==> src/rtl/alu_req_arbiter.sv <==
// Round-robin arbiter and sequencer sharing the ALU units between two requesters:
// accepts one operation, strobes one unit, waits for its flag (or times out), returns the result.
module alu_req_arbiter #(
    parameter int IN_WIDTH  = 16,
    parameter int OUT_WIDTH = 32,
    parameter int TIMEOUT   = 4
) (
    input  logic                        clk,
    input  logic                        rst,
    input  logic                        req0_valid,
    output logic                        req0_ready,
    input  logic [3:0]                  req0_op,
    input  logic signed [IN_WIDTH-1:0]  req0_a,
    input  logic signed [IN_WIDTH-1:0]  req0_b,
    input  logic                        req1_valid,
    output logic                        req1_ready,
    input  logic [3:0]                  req1_op,
    input  logic signed [IN_WIDTH-1:0]  req1_a,
    input  logic signed [IN_WIDTH-1:0]  req1_b,
    output logic signed [IN_WIDTH-1:0]  a_out,
    output logic signed [IN_WIDTH-1:0]  b_out,
    output logic [1:0]                  alu_fun,
    output logic                        arith_enable,
    output logic                        logic_enable,
    output logic                        cmp_enable,
    output logic                        shift_enable,
    input  logic [OUT_WIDTH-1:0]        unit_result,
    input  logic                        unit_flag,
    output logic                        resp_valid,
    input  logic                        resp_ready,
    output logic                        resp_id,
    output logic [OUT_WIDTH-1:0]        resp_data,
    output logic                        resp_err
);

    localparam int CW = $clog2(TIMEOUT) + 1;

    typedef enum logic [1:0] {IDLE, ISSUE, WAIT, RESP} state_t;

    state_t                 state;
    logic                   last_grant;
    logic [CW-1:0]          wait_cnt;
    logic [3:0]             op_reg;
    logic [3:0]             enables;
    logic                   accept;
    logic                   sel;
    logic [3:0]             sel_op;
    logic signed [IN_WIDTH-1:0] sel_a;
    logic signed [IN_WIDTH-1:0] sel_b;

    // On a tie the requester that did not win last time gets the grant.
    always_comb begin
        req0_ready = 1'b0;
        req1_ready = 1'b0;
        if (state == IDLE && !rst) begin
            if (req0_valid && req1_valid) begin
                req0_ready = last_grant;
                req1_ready = ~last_grant;
            end else begin
                req0_ready = req0_valid;
                req1_ready = req1_valid;
            end
        end
    end

    assign accept = (req0_valid & req0_ready) | (req1_valid & req1_ready);
    assign sel    = req1_valid & req1_ready;
    assign sel_op = sel ? req1_op : req0_op;
    assign sel_a  = sel ? req1_a  : req0_a;
    assign sel_b  = sel ? req1_b  : req0_b;

    assign alu_fun      = op_reg[1:0];
    assign arith_enable = enables[0];
    assign logic_enable = enables[1];
    assign cmp_enable   = enables[2];
    assign shift_enable = enables[3];
    assign resp_valid   = (state == RESP);

    // The unit strobe is loaded on acceptance so it is high only during ISSUE.
    always_ff @(posedge clk or posedge rst) begin
        if (rst) begin
            state      <= IDLE;
            last_grant <= 1'b1;
            wait_cnt   <= '0;
            op_reg     <= '0;
            a_out      <= '0;
            b_out      <= '0;
            enables    <= '0;
            resp_id    <= 1'b0;
            resp_data  <= '0;
            resp_err   <= 1'b0;
        end else begin
            enables <= '0;
            case (state)
                IDLE: begin
                    if (accept) begin
                        op_reg     <= sel_op;
                        a_out      <= sel_a;
                        b_out      <= sel_b;
                        resp_id    <= sel;
                        last_grant <= sel;
                        enables    <= 4'b0001 << sel_op[3:2];
                        state      <= ISSUE;
                    end
                end
                ISSUE: begin
                    wait_cnt <= '0;
                    state    <= WAIT;
                end
                WAIT: begin
                    if (unit_flag) begin
                        resp_data <= unit_result;
                        resp_err  <= 1'b0;
                        state     <= RESP;
                    end else if (wait_cnt == CW'(TIMEOUT - 1)) begin
                        resp_data <= '0;
                        resp_err  <= 1'b1;
                        state     <= RESP;
                    end else begin
                        wait_cnt <= wait_cnt + CW'(1);
                    end
                end
                RESP: begin
                    if (resp_ready) begin
                        state <= IDLE;
                    end
                end
                default: state <= IDLE;
            endcase
        end
    end

endmodule

==> config.mk <==
export PLATFORM = sky130hd
export DESIGN_NAME = alu_req_arbiter
export DESIGN_NICKNAME = d
export VERILOG_FILES = /design/src/rtl/alu_req_arbiter.sv
export SDC_FILE = /design/constraint.sdc
export NUM_CORES = 1
export LEC_CHECK = 0
export CORE_MARGIN = 4
export CORE_UTILIZATION = 40
export CTS_BUF_LIST = sky130_fd_sc_hd__clkbuf_8
export DETAILED_ROUTE_END_ITERATION = 7
export PLACE_DENSITY_LB_ADDON = 0.12
export SETUP_SLACK_MARGIN = 0.15
export SLEW_MARGIN = 20
export SYNTH_ARGS = -nofsm -noshare
export SYNTH_HDL_FRONTEND = slang
export SYNTH_SLANG_ARGS = --single-unit
export TNS_END_PERCENT = 1
==> constraint.sdc <==
create_clock -name clk -period 3.29 [get_ports clk]
set_clock_uncertainty 0.1 [all_clocks]
set_input_delay 0.658 -clock clk [delete_from_list [all_inputs] [get_ports clk]]
set_output_delay 0.658 -clock clk [all_outputs]
set_load 0.05 [all_outputs]
# --- Word-level counts from Yosys, hierarchy flattened ---
# Index checks and enable logic that the tools add are counted.
totals:
  regBits: 78
  in_bits: 110
  out_inout_bits: 75
  word_cells: 56
classes:
  add_sub_neg: 1
  eq_ne: 9
  shifts: 1
  mux: 21
  bitwise_logic: 4
  n_reduce_logical: 10
op_table:
  columns: ["op", "count"]
  rows:
  - ["$mux W32", 2]
  - ["$mux W16", 2]
  - ["$mux W4", 3]
  - ["$mux W2", 4]
  - ["$pmux W2 S4", 1]
  - ["$mux W1", 6]
  - ["$mux W3", 2]
  - ["$ne A2 B2 Y1 const B", 3]
  - ["$pmux W3 S2", 1]
  - ["$reduce_and A3 Y1", 2]
  - ["$eq A2 B2 Y1 const B", 2]
  - ["$reduce_and A2 Y1", 2]
  - ["$reduce_bool A2 Y1", 2]
  - ["$shl A1 B2 Y4 const A", 1]
  - ["$add A3 B1 Y3 const B", 1]
  - ["$eq A3 B2 Y1 const B", 1]
  - ["$ne A3 B3 Y1 const B", 1]
  - ["$and A1 B1 Y1", 2]
  - ["$eq A2 B1 Y1 const B", 1]
  - ["$logic_and A1 B1 Y1", 2]
  - ["$logic_not A2 Y1", 1]
  - ["$ne A2 B1 Y1 const B", 1]
  - ["$logic_not A1 Y1", 1]
  - ["$not A1 Y1", 1]
  - ["$or A1 B1 Y1", 1]

# --- Longest topological paths before layout ---
# Gate-level depths: netlist of run 1.
depth:
  word_depth: 8
  mapped_depth: 9
  mapped_depth_nobuf: 7

# --- Worst setup path before layout of run 1 ---
# OpenSTA, ideal clock, no wires.
synth_path:
  path_kind: "reg-to-output"
  from: "register state[0]"
  to: "output port req0_ready"
  arrival_ns: 1.651
  required_time_ns: 2.532
  slack_ns: 0.881
  stages_incl_launch_ff: 6
  n_path_buf: 0
  cell_sequence: "dfrtp_1 -> inv_1 -> ha_1 -> nor2b_4 -> nand2_1 -> a21oi_1"
synth_via:
  elab_chain_cells: 3
synth_lines:
  columns: ["element", "line", "source"]
  rows:
  - ["from (decl)", "40", "state_t state;"]
  - ["from (signal assigned)", "82", "state <= IDLE;"]
  - ["from (signal assigned)", "103", "state <= ISSUE;"]
  - ["from (signal assigned)", "108", "state <= WAIT;"]
  - ["$logic_not A2 Y1", "55", "if (state == IDLE && !rst) begin"]
  - ["$logic_and A1 B1 Y1", "55", null]
  - ["$mux W1", "55", null]
  - ["to (decl)", "11", "output logic req0_ready,"]
# Every way passes these cells.

# --- Worst setup path after layout of run 1 ---
layout_path:
  from: "input port rst"
  to: "output port req0_ready"
layout_via:
  elab_chain_cells: 3
layout_lines:
  columns: ["element", "line", "source"]
  rows:
  - ["from (decl)", "9", "input logic rst,"]
  - ["$logic_not A1 Y1 (no line)", null, null]
  - ["$logic_and A1 B1 Y1", "55", null]
  - ["$mux W1", "55", null]
# Every way passes these cells.

==> metrics.txt, run 1 <==
status completed; Skew-Pair Late Insertion Delay between 0.3 and 0.4 ns; synth top area cells dfrtp_1 (58%), a21oi_1 (11%), a22o_1 (8.8%), nand2_1 (4.9%), nor2_1 (4.2%); Max stage delay cell, worst path clkdlybuf4s50_1; number of flip-flops and latches in the synthesized netlist a little under 80; Final setup viols 0; area leader, netlist dfrtp_1; number of vias per cell after detailed routing 5.11; Final Cycle Share 0.767; Req. time, crit path about 2.5 ns; delay-heaviest family, CP buffers and inverters; DP Wirelength 7290 um; TritonCTS clock tree built; kind of critical path primary input to output pin; via count 3112; footprint of the multi-input gates 0.00121 mm2; count of antenna-violating nets left after detailed routing 0; register-to-register setup slack ~1.3 ns; global route overflow 0; Max Cap Viol 0; clock net sink count slightly below 80; EDFF count, synth 0; count of final max-slew check failures 0; Sw Ratio 0.490; clock-pin slew reported for the worst setup and hold paths after clock tree synthesis approximately 0.080 ns; count of unique library cells instantiated by Yosys 27; wire length of the first global-routing pass 15700 um; unrepaired setup endpoints after global routing no; type of destination of the critical path output pin; Final GP Congestion about 0.76; number of buffer and inverter instances along the worst setup path 2; DIE WIDTH a little under 100 um; core occupancy in the finished layout 0.690; number of buffers created by CTS 9; final-stage net count roughly 620; Net Switching between 2 and 3 mW; final hold violation count 0; sequential area share after synthesis 0.593; area of the die a little under 0.01 mm2; layout overhead on the synthesized area 64.3%; PortBufs between 150 and 200; Critical Path Source Type primary input; worst ir drop on vdd approximately 0.60 mV; register name with the most flops resp_data; io pins around 190; root cell of the clock tree clkbuf_8; post-synthesis async set-or-reset flop share 1.00; min Tclk post-route 2.52 ns; largest net degree at the start of global routing 59; setup TNS after final layout 0 ns; quantity of gates resized following cts 0; fillers about 620; class of the most critical hold timing path register to register; arrival time worst endpoint approximately 1.8 ns; fraction of final layout cells with drive strength greater than 1 0.0611; standard cell core area between 0.007 and 0.008 mm2; wire length per cell approximately 17 um; synthesis warning total 0; First-pass DRT Iterations 4; nets in the synthesized netlist 440; number of antenna violations at the first check in global routing 0; f_max 396 MHz; count of hold-fix buffers inserted at cts 0; share of total power in the clock network 0.112; dominant synthesized flop cell dfrtp_1; CTS max path bufs 2; number of antenna diodes 0; sequential cell fraction of total power 0.290; power density cells 1040 mW/mm2; mapped cell area 0.00329 mm2; CP Max Fanout 4; number of standard-cell rows in the floorplan 32; Final Routed Wirelength around 10000 um; Avg Cell Area, Syn between 10 and 15 um2; FF+latch area between 0.0015 and 0.002 mm2; slew at the pin with the worst max-slew slack around 0.56 ns; instance count of the mapped netlist between 300 and 400; GRT Overall Usage 0.202; Slew headroom 0.627; worst path cell trace clkdlybuf4s50_1 > nor2b_4 > nand2_1 > a21oi_1 > buf_4; PnR Total Power 5.63 mW; combinational share of power 0.598; initial cell density of the core 0.420; via count of the first global-routing pass 3066; postcts setup bufs 0; leakage power total around 2.4 nW; number of violations reported at the end of detailed-routing iteration 0 74; fraction of post-synthesis cell area in the top cell type by area 0.585; max FFs per register 32; slowest cell delay on critical path around 0.49 ns; largest registers resp_data (32), a_out (16), b_out (16); total internal power 2.87 mW; Max H-tree Level 3; DIE HEIGHT about 99 um; number of design rule violations left after detail routing 0
## cells by family after synthesis
group / share of synthesized area
buffers and inverters: 0.0418
muxes: 0.00646
AOI/OAI and AO/OA: 0.215
and+or+nand+nor: 0.117
DFF: 0.593
adders and majority gates: 0.0266
## layer usage
metal	GRT usage	part of all wire	wire (um)
met1	0.257	0.42	4240
met2	0.314	0.46	4590
met3	0.0764	0.10	1030
met4	0.0746	0.020	200
met5	0	0	0
## stage by stage
stage	worst slack [ns]	cell area, um2	cells	hold WS [ns]
after global routing	0.645	5410	609	0.409
after CTS	0.757	5410	609	0.399
after global placement	0.764	5240	593	0.359
after floorplan	0.539	3290	323	0.346
after detailed placement	0.762	5240	593	0.366
final	0.767	5410	609	0.392
## worst min-delay path: stages (launching register included)
cell and delay (ns):
dfrtp_1 0.35, nand2_1 0.05, nand2_1 0.06
## layout make-up
type / instances / area share
Clock buffer: 10 / 0.0254
Clock inverter: 6 / 0.00693
Inverter: 7 / 0.00509
Timing Repair Buffer: 191 / 0.354
Multi-Input combinational cell: 215 / 0.224
Sequential cell: 78 / 0.361
Tap cell: 102 / 0.0236
## cells in the final DEF (no fill, tap or decap)
cell type        count
clkinvlp_4           2
o21ai_2              1
o21ai_1              1
inv_1                6
ha_1                 7
and2_1               2
nor3_1               2
clkinv_2             3
o21ai_0              2
dfstp_2              1
a21oi_1             73
mux2i_1              1
nor2_1              37
o21a_1               2
clkdlybuf4s50_1    182
a221o_1              1
buf_12               2
dfrtp_1             77
a22o_1              33
nand2_1             43
buf_4                7
nand3b_1             4
nand3_2              1
nor2b_4              1
inv_2                1
inv_6                1
nand3_1              2
clkbuf_8            10
o21ai_4              1
mux2_1               1
## power by group through the flow
| stage | Sequential [mW] | Combinational, mW | Clock, mW |
|---|---|---|---|
| global route | 1.68 | 3.54 | 0.694 |
| finish | 1.63 | 3.37 | 0.628 |
| CTS | 1.64 | 3.41 | 0.655 |
| floorplan | 3.03 | 0.790 | 0 |
| detailed placement | 1.65 | 3.39 | 0 |
| global placement | 1.63 | 3.36 | 0 |
## synthesized netlist by cell type (all sizes together) (2+ instances only)
library cell / count
a21oi: 73
a22o: 33
and2: 2
buf: 14
clkbuf: 9
dfrtp: 77
ha: 7
inv: 7
nand2: 43
nand3: 3
nand3b: 4
nor2: 37
nor3: 2
o21a: 2
o21ai: 5
## final timing paths
| check | from | to | depth (start not counted) |
|---|---|---|---|
| worst max-delay path | rst | req0_ready | 5 |
| worst min-delay path | resp_id | resp_id | 2 |
| worst max register to register | state[0] | a_out[11] | 8 |
| worst min register to register | resp_id | resp_id | 2 |
| max in group asynchronous | rst | last_grant | 3 |
| min in group asynchronous | rst | b_out[9] | 2 |
No activity file was read; power rests on OpenSTA's default activity.
==> run 2, diff against run 1 <==
--- a/config.mk
+++ b/config.mk
@@ -6,7 +6,7 @@
 export NUM_CORES = 1
 export LEC_CHECK = 0
 export CORE_MARGIN = 4
-export CORE_UTILIZATION = 40
+export CORE_UTILIZATION = 36
 export CTS_BUF_LIST = sky130_fd_sc_hd__clkbuf_8
 export DETAILED_ROUTE_END_ITERATION = 7
 export PLACE_DENSITY_LB_ADDON = 0.12
==> constraint.sdc (replaced) <==
create_clock -name clk -period 2.2 [get_ports clk]
set_clock_uncertainty 0.1 [all_clocks]
set_input_delay 0.44 -clock clk [delete_from_list [all_inputs] [get_ports clk]]
set_output_delay 0.44 -clock clk [all_outputs]
set_load 0.05 [all_outputs]
==> run 2 against run 1 <==
Core utilization fell by 5.5 points. Final area rose by 3.2%. Sequential cell count unchanged. Critical path depth rose by 1. Wire length grew 1.4%. Sequential power rose by 49%. Combinational power is 54% higher. Sequential share of layout area decreased by 1.1 points. Critical endpoint unchanged. Highest routed layer unchanged.
==> metrics.txt, run 2 (synthesized netlist as in run 1, its figures left out) <==
wire length of the first global-routing pass 16400 um (was 15700 um); number of vias per cell after detailed routing 4.97 (was 5.11); wire length per cell 16.3 um (was 16.5 um); number of design rule violations left after detail routing 0 (unchanged); count of hold-fix buffers inserted at cts 0 (unchanged); final-stage net count 631 (was 619); largest registers resp_data (32), a_out (16), b_out (16) (unchanged); number of buffers created by CTS 9 (unchanged); layout overhead on the synthesized area 69.5% (was 64.3%); number of antenna diodes 0 (unchanged); max FFs per register 32 (unchanged); register name with the most flops resp_data (unchanged); min Tclk post-route between 2 and 2.5 ns; count of final max-slew check failures 0 (unchanged); GRT Overall Usage 0.188 (was 0.202); finished layout cell area 0.00559 mm2 (was 0.00541 mm2); via count 3119 (was 3112); Routed met2 length 4660 um (was 4590 um); highest metal used met4 (unchanged); Max H-tree Level 3 (unchanged); total internal power 4.48 mW (was 2.87 mW); io pins 185 (unchanged); CP Max Fanout 3 (was 4); arrival time worst endpoint 1.53 ns (was 1.76 ns); fillers 769 (was 618); combinational share of power 0.599 (was 0.598); Skew-Pair Late Insertion Delay 0.34 ns (about the same); PnR worst setup slack 0.127 ns (was 0.767 ns); Worst R2R Path Depth 7 (was 8); TritonCTS clock tree built (unchanged); root cell of the clock tree clkbuf_8 (unchanged); sequential cell fraction of total power 0.281 (was 0.290); DRT met1 WL 4430 um (was 4240 um); Req. time, crit path 1.66 ns (was 2.53 ns); Net Switching 4.17 mW (was 2.76 mW); DP Wirelength 7120 um (was 7290 um); DIE HEIGHT 104 um (was 98.8 um); fraction of final layout cells with drive strength greater than 1 0.0944 (was 0.0611); setup TNS after final layout 0 ns (unchanged); initial cell density of the core 0.374 (was 0.420); clock net sink count 78 (unchanged); most frequent cells in the layout clkdlybuf4s50_1 (179), dfrtp_1 (77), a21oi_1 (72) (was clkdlybuf4s50_1 (182), dfrtp_1 (77), a21oi_1 (73)); area of the die 0.0107 mm2 (was 0.00975 mm2); Slew headroom 0.639 (was 0.627); core occupancy in the finished layout 0.634 (was 0.690); leakage power total 2.50 nW (was 2.43 nW); pre-CTS worst setup slack 0.0924 ns (was 0.762 ns); Final Cycle Share 0.942; depth of the worst hold-timing path 2 (unchanged); Max Cap Viol 0 (unchanged); PnR Total Power 8.66 mW (was 5.63 mW); share of total power in the clock network 0.120 (was 0.112); Final GP Congestion 0.762 (was 0.764); slew at the pin with the worst max-slew slack 0.540 ns (was 0.558 ns); via count of the first global-routing pass 3235 (was 3066); DIE WIDTH 104 um (was 98.8 um); Final Routed Wirelength 10200 um (was 10100 um); Final setup viols 0 (unchanged); First-pass DRT Iterations 4 (unchanged); Cell Area, Placed 0.00532 mm2 (was 0.00524 mm2); worst ir drop on vdd 0.811 mV (was 0.598 mV); number of violations reported at the end of detailed-routing iteration 0 81 (was 74); number of standard-cell rows in the floorplan 34 (was 32); kind of critical path register to output pin (was primary input to output pin); clock-pin slew reported for the worst setup and hold paths after clock tree synthesis 0.08 ns (about the same); class of the most critical hold timing path register to register (unchanged); type of destination of the critical path output pin (unchanged); PortBufs 184 (unchanged); Critical Path Source Type register (was primary input); unrepaired setup endpoints after global routing yes (was no); standard cell core area 0.00881 mm2 (was 0.00785 mm2); power density cells 1550 mW/mm2 (was 1040 mW/mm2); Sw Ratio 0.482 (was 0.490); CTS max path bufs 2 (unchanged); global route overflow 0 (unchanged); status completed (unchanged); commonest non-fill, non-tap cell in the layout clkdlybuf4s50_1 (unchanged); f_max 482 MHz; total met3 wirelength after detailed routing 942 um (was 1030 um); largest net degree at the start of global routing 40 (was 59); final hold violation count 0 (unchanged); number of antenna violations at the first check in global routing 0 (unchanged); count of antenna-violating nets left after detailed routing 0 (unchanged)
-- run 2: changes by cell type in the layout (fill, tap and decap cells not counted), moves of 2 or more --
cell | before | now
clkinvlp_4 | 2 | 4
buf_12 | 2 | 6
inv_1 | 6 | 4
clkdlybuf4s50_1 | 182 | 179
inv_2 | 1 | 3
buf_4 | 7 | 16
-- run 2: final timing paths --
check / start / endpoint / slack [ns]
max: state[1] / req0_ready / 0.13
min: last_grant / last_grant / 0.37
max reg2reg: state[0] / state[1] / 0.21
min reg2reg: last_grant / last_grant / 0.37
max in group asynchronous: rst / last_grant / 0.92
min in group asynchronous: rst / b_out[7] / 0.49
-- run 2: final cells by class --
type / instances / area (um2) / share of cell area
timing repair buffer: 203 / 2050 / 0.368
inverter: 7 / 30.0 / 0.00538
clock inverter: 7 / 66.3 / 0.0119
clock buffer: 9 / 124 / 0.0222
tap: 108 / 135 / 0.0242
sequential: 78 / 1950 / 0.350
multi-input combinational: 215 / 1220 / 0.219
-- run 2: worst max-delay path, stage by stage, from the launching register on --
cell	delay (ns)
dfrtp_1	0.40
inv_2	0.08
ha_2	0.17
nor2b_4	0.17
nand2_2	0.08
a21oi_4	0.14
buf_12	0.15
-- run 2: power groups by stage --
stage | Combinational, mW | Sequential [mW] | Clock (mW)
final | 5.19 | 2.43 | 1.04
after global routing | 5.48 | 2.52 | 1.12
after global placement | 5.07 | 2.43 | 0
after CTS | 5.18 | 2.43 | 1.08
after floorplan | 1.18 | 4.53 | 0
after detailed placement | 5.10 | 2.46 | 0
-- run 2: repair_timing --
item / in CTS / in global routing
gates resized for setup: 4 / 4
endpoints found under the setup margin: 72 / 73
setup buffers: 4 / 4
cloned: 0 / 0
-- run 2: per-layer routing --
metal  up-vias  GRT usage
met2       128      0.299
met4         0     0.0760
met5         -          0
met1      1477      0.232
met3        13     0.0690
li1       1501          -
-- run 2: per-stage QoR --
stage	hold slack, ns	cells
floorplan	0.346	323
global placement	0.363	603
detailed placement	0.369	603
CTS	0.381	623
global route	0.419	627
finish	0.374	627
==> run 3, diff against run 2 <==
--- a/config.mk
+++ b/config.mk
@@ -5,7 +5,7 @@
 export SDC_FILE = /design/constraint.sdc
 export NUM_CORES = 1
 export LEC_CHECK = 0
-export CORE_MARGIN = 4
+export CORE_MARGIN = 2
 export CORE_UTILIZATION = 36
 export CTS_BUF_LIST = sky130_fd_sc_hd__clkbuf_8
 export DETAILED_ROUTE_END_ITERATION = 7
==> run 3 against run 2 <==
Sequential cell count unchanged. Maximum frequency rose by 1.0%. Combinational power about the same. Core utilization fell by 0.24 points. First-iteration DRC count fell by 23%. Hold slack worse by 0.0037 ns. Critical path type unchanged. Largest cell class unchanged.
==> metrics.txt, run 3 (synthesized netlist as in run 1, its figures left out) <==
max FFs per register 32 (unchanged); clock-pin slew reported for the worst setup and hold paths after clock tree synthesis 0.08 ns (about the same); Max stage delay cell, worst path clkdlybuf4s50_1 (was dfrtp_1); Final setup viols 0 (unchanged); global-route met3 utilization 0.0696 (was 0.0690); endpoint of the most critical register-to-register path state[1] (unchanged); largest net degree at the start of global routing 52 (was 40); Cell Area, Placed 0.00532 mm2 (about the same); arrival time worst endpoint 1.51 ns (was 1.53 ns); Global Route met1 Usage 0.249 (was 0.232); Worst Hold Slack 0.370 ns (was 0.374 ns); number of standard-cell rows in the floorplan 34 (unchanged); GRT Overall Usage 0.197 (was 0.188); Req. time, crit path 1.66 ns (about the same); number of antenna violations at the first check in global routing 0 (unchanged); sequential cell fraction of total power 0.283 (was 0.281); capturing instance or port of the critical path b_out[5] (was req0_ready); min Tclk post-route 2.05 ns (was 2.07 ns); class of the most critical hold timing path register to register (unchanged); status completed (unchanged); number of antenna diodes 0 (unchanged); delay-heaviest family, CP buffers and inverters (was flip-flops); finished layout cell area 0.00556 mm2 (was 0.00559 mm2); depth of the worst hold-timing path 2 (unchanged); Sw Ratio 0.484 (was 0.482); standard cell core area 0.00881 mm2 (unchanged); count of final max-slew check failures 0 (unchanged); number of violations reported at the end of detailed-routing iteration 0 62 (was 81); number of buffers created by CTS 9 (unchanged); highest-utilization routing layer at the global route stage met2 (unchanged); worst setup path start b_out[5] (was state[1]); layout overhead on the synthesized area 68.9% (was 69.5%); count of hold-fix buffers inserted at cts 0 (unchanged); count of antenna-violating nets left after detailed routing 0 (unchanged); total number of cells along the worst setup path 1 (was 6); combinational share of power 0.604 (was 0.599); commonest non-fill, non-tap cell in the layout clkdlybuf4s50_1 (unchanged); Final Cycle Share 0.933 (was 0.942); worst ir drop on vdd 0.687 mV (was 0.811 mV); Final GP Congestion 0.711 (was 0.762); worst path cell trace clkdlybuf4s50_1 (was inv_2 > ha_2 > nor2b_4 > nand2_2 > a21oi_4 > buf_12); type of destination of the critical path output pin (unchanged); fraction of final layout cells with drive strength greater than 1 0.0930 (was 0.0944); slew at the pin with the worst max-slew slack 0.552 ns (was 0.540 ns); f_max 487 MHz (was 482 MHz); First-pass DRT Iterations 4 (unchanged); via count of the first global-routing pass 3214 (was 3235); global route overflow 0 (unchanged); DIE HEIGHT 99.7 um (was 104 um); largest registers resp_data (32), a_out (16), b_out (16) (unchanged); wire length of the first global-routing pass 15600 um (was 16400 um); area of the die 0.00993 mm2 (was 0.0107 mm2); io pins 185 (unchanged); leakage power total 2.50 nW (about the same); Final Routed Wirelength 9770 um (was 10200 um); DIE WIDTH 99.7 um (was 104 um); register name with the most flops resp_data (unchanged); origin of the critical flop-to-flop path state[0] (unchanged); wire length per cell 15.7 um (was 16.3 um); initial cell density of the core 0.374 (unchanged); fillers 760 (was 769); final-stage net count 629 (was 631); slowest cell delay on critical path 0.82 ns (was 0.40 ns); PnR Total Power 8.56 mW (was 8.66 mW); unrepaired setup endpoints after global routing yes (unchanged); power density cells 1540 mW/mm2 (was 1550 mW/mm2); register-to-register setup slack 0.18 ns (was 0.21 ns); Max H-tree Level 3 (unchanged); Slew headroom 0.631 (was 0.639); number of placed instances, taps included 603 (unchanged); final hold violation count 0 (unchanged); CP Max Fanout 2 (was 3); root cell of the clock tree clkbuf_8 (unchanged); TritonCTS clock tree built (unchanged); Skew-Pair Late Insertion Delay 0.33 ns (was 0.34 ns); clock net sink count 78 (unchanged); kind of critical path register to output pin (unchanged); PortBufs 184 (unchanged); share of total power in the clock network 0.113 (was 0.120); GRT met2 Usage 0.315 (was 0.299); DP Wirelength 6850 um (was 7120 um); via count 3106 (was 3119); total internal power 4.42 mW (was 4.48 mW); final cell count without fillers 624 (was 627); Net Switching 4.14 mW (was 4.17 mW); number of buffer and inverter instances along the worst setup path 1 (was 2); setup TNS after final layout 0 ns (unchanged); Max Cap Viol 0 (unchanged); number of vias per cell after detailed routing 4.98 (was 4.97); number of design rule violations left after detail routing 0 (unchanged); Critical Path Source Type register (unchanged); CTS max path bufs 2 (unchanged); most frequent cells in the layout clkdlybuf4s50_1 (178), dfrtp_1 (77), a21oi_1 (72) (was clkdlybuf4s50_1 (179), dfrtp_1 (77), a21oi_1 (72)); Worst R2R Path Depth 9 (was 7)
## run 3: repair_timing
| action | CTS | global route |
|---|---|---|
| cloned | 0 | 0 |
| setup endpoints to repair | 44 | 102 |
| gates resized for setup | 6 | 3 |
| buffers inserted | 6 | 0 |
## run 3: routing by layer
layer | routed length [um] | vias up
met3 | 872 | 18
met2 | 4560 | 141
met5 | 0 | -
li1 | - | 1491
met1 | 4150 | 1456
met4 | 186 | 0
## run 3: how the worst min path moves through the flow
stage / start / to / slack (ns)
6_report: last_grant / last_grant / 0.37
5_1_grt: last_grant / last_grant / 0.40
4_1_cts: last_grant / last_grant / 0.37
3_5_place_dp: last_grant / last_grant / 0.36
3_3_place_gp: resp_id / resp_id / 0.36
2_1_floorplan: last_grant / last_grant / 0.35
## run 3: per-stage QoR
step	util	setup WS, ns
6_report	0.632	0.148
5_1_grt	0.632	0.0778
3_3_place_gp	0.604	0.102
3_5_place_dp	0.604	0.0911
2_1_floorplan	-	0.00857
4_1_cts	0.631	0.124
## run 3: area by class of cell
| class | count | area (um2) | share of cell area |
|---|---|---|---|
| repair buffers | 201 | 2040 | 0.366 |
| flip-flops and latches | 78 | 1950 | 0.351 |
| multi-input cells | 215 | 1230 | 0.222 |
| clock buffers | 11 | 151 | 0.0272 |
| well taps | 108 | 135 | 0.0243 |
| inverters | 7 | 32.5 | 0.00585 |
| clock inverters | 4 | 22.5 | 0.00405 |
## run 3: power by group through the flow
stage          Clock [mW]  Sequential [mW]  Combinational [mW]
6_report            0.967             2.42                5.17
5_1_grt              1.05             2.51                5.46
4_1_cts             0.992             2.43                5.22
3_5_place_dp            0             2.46                5.11
3_3_place_gp            0             2.42                5.06
2_1_floorplan           0             4.53                1.18
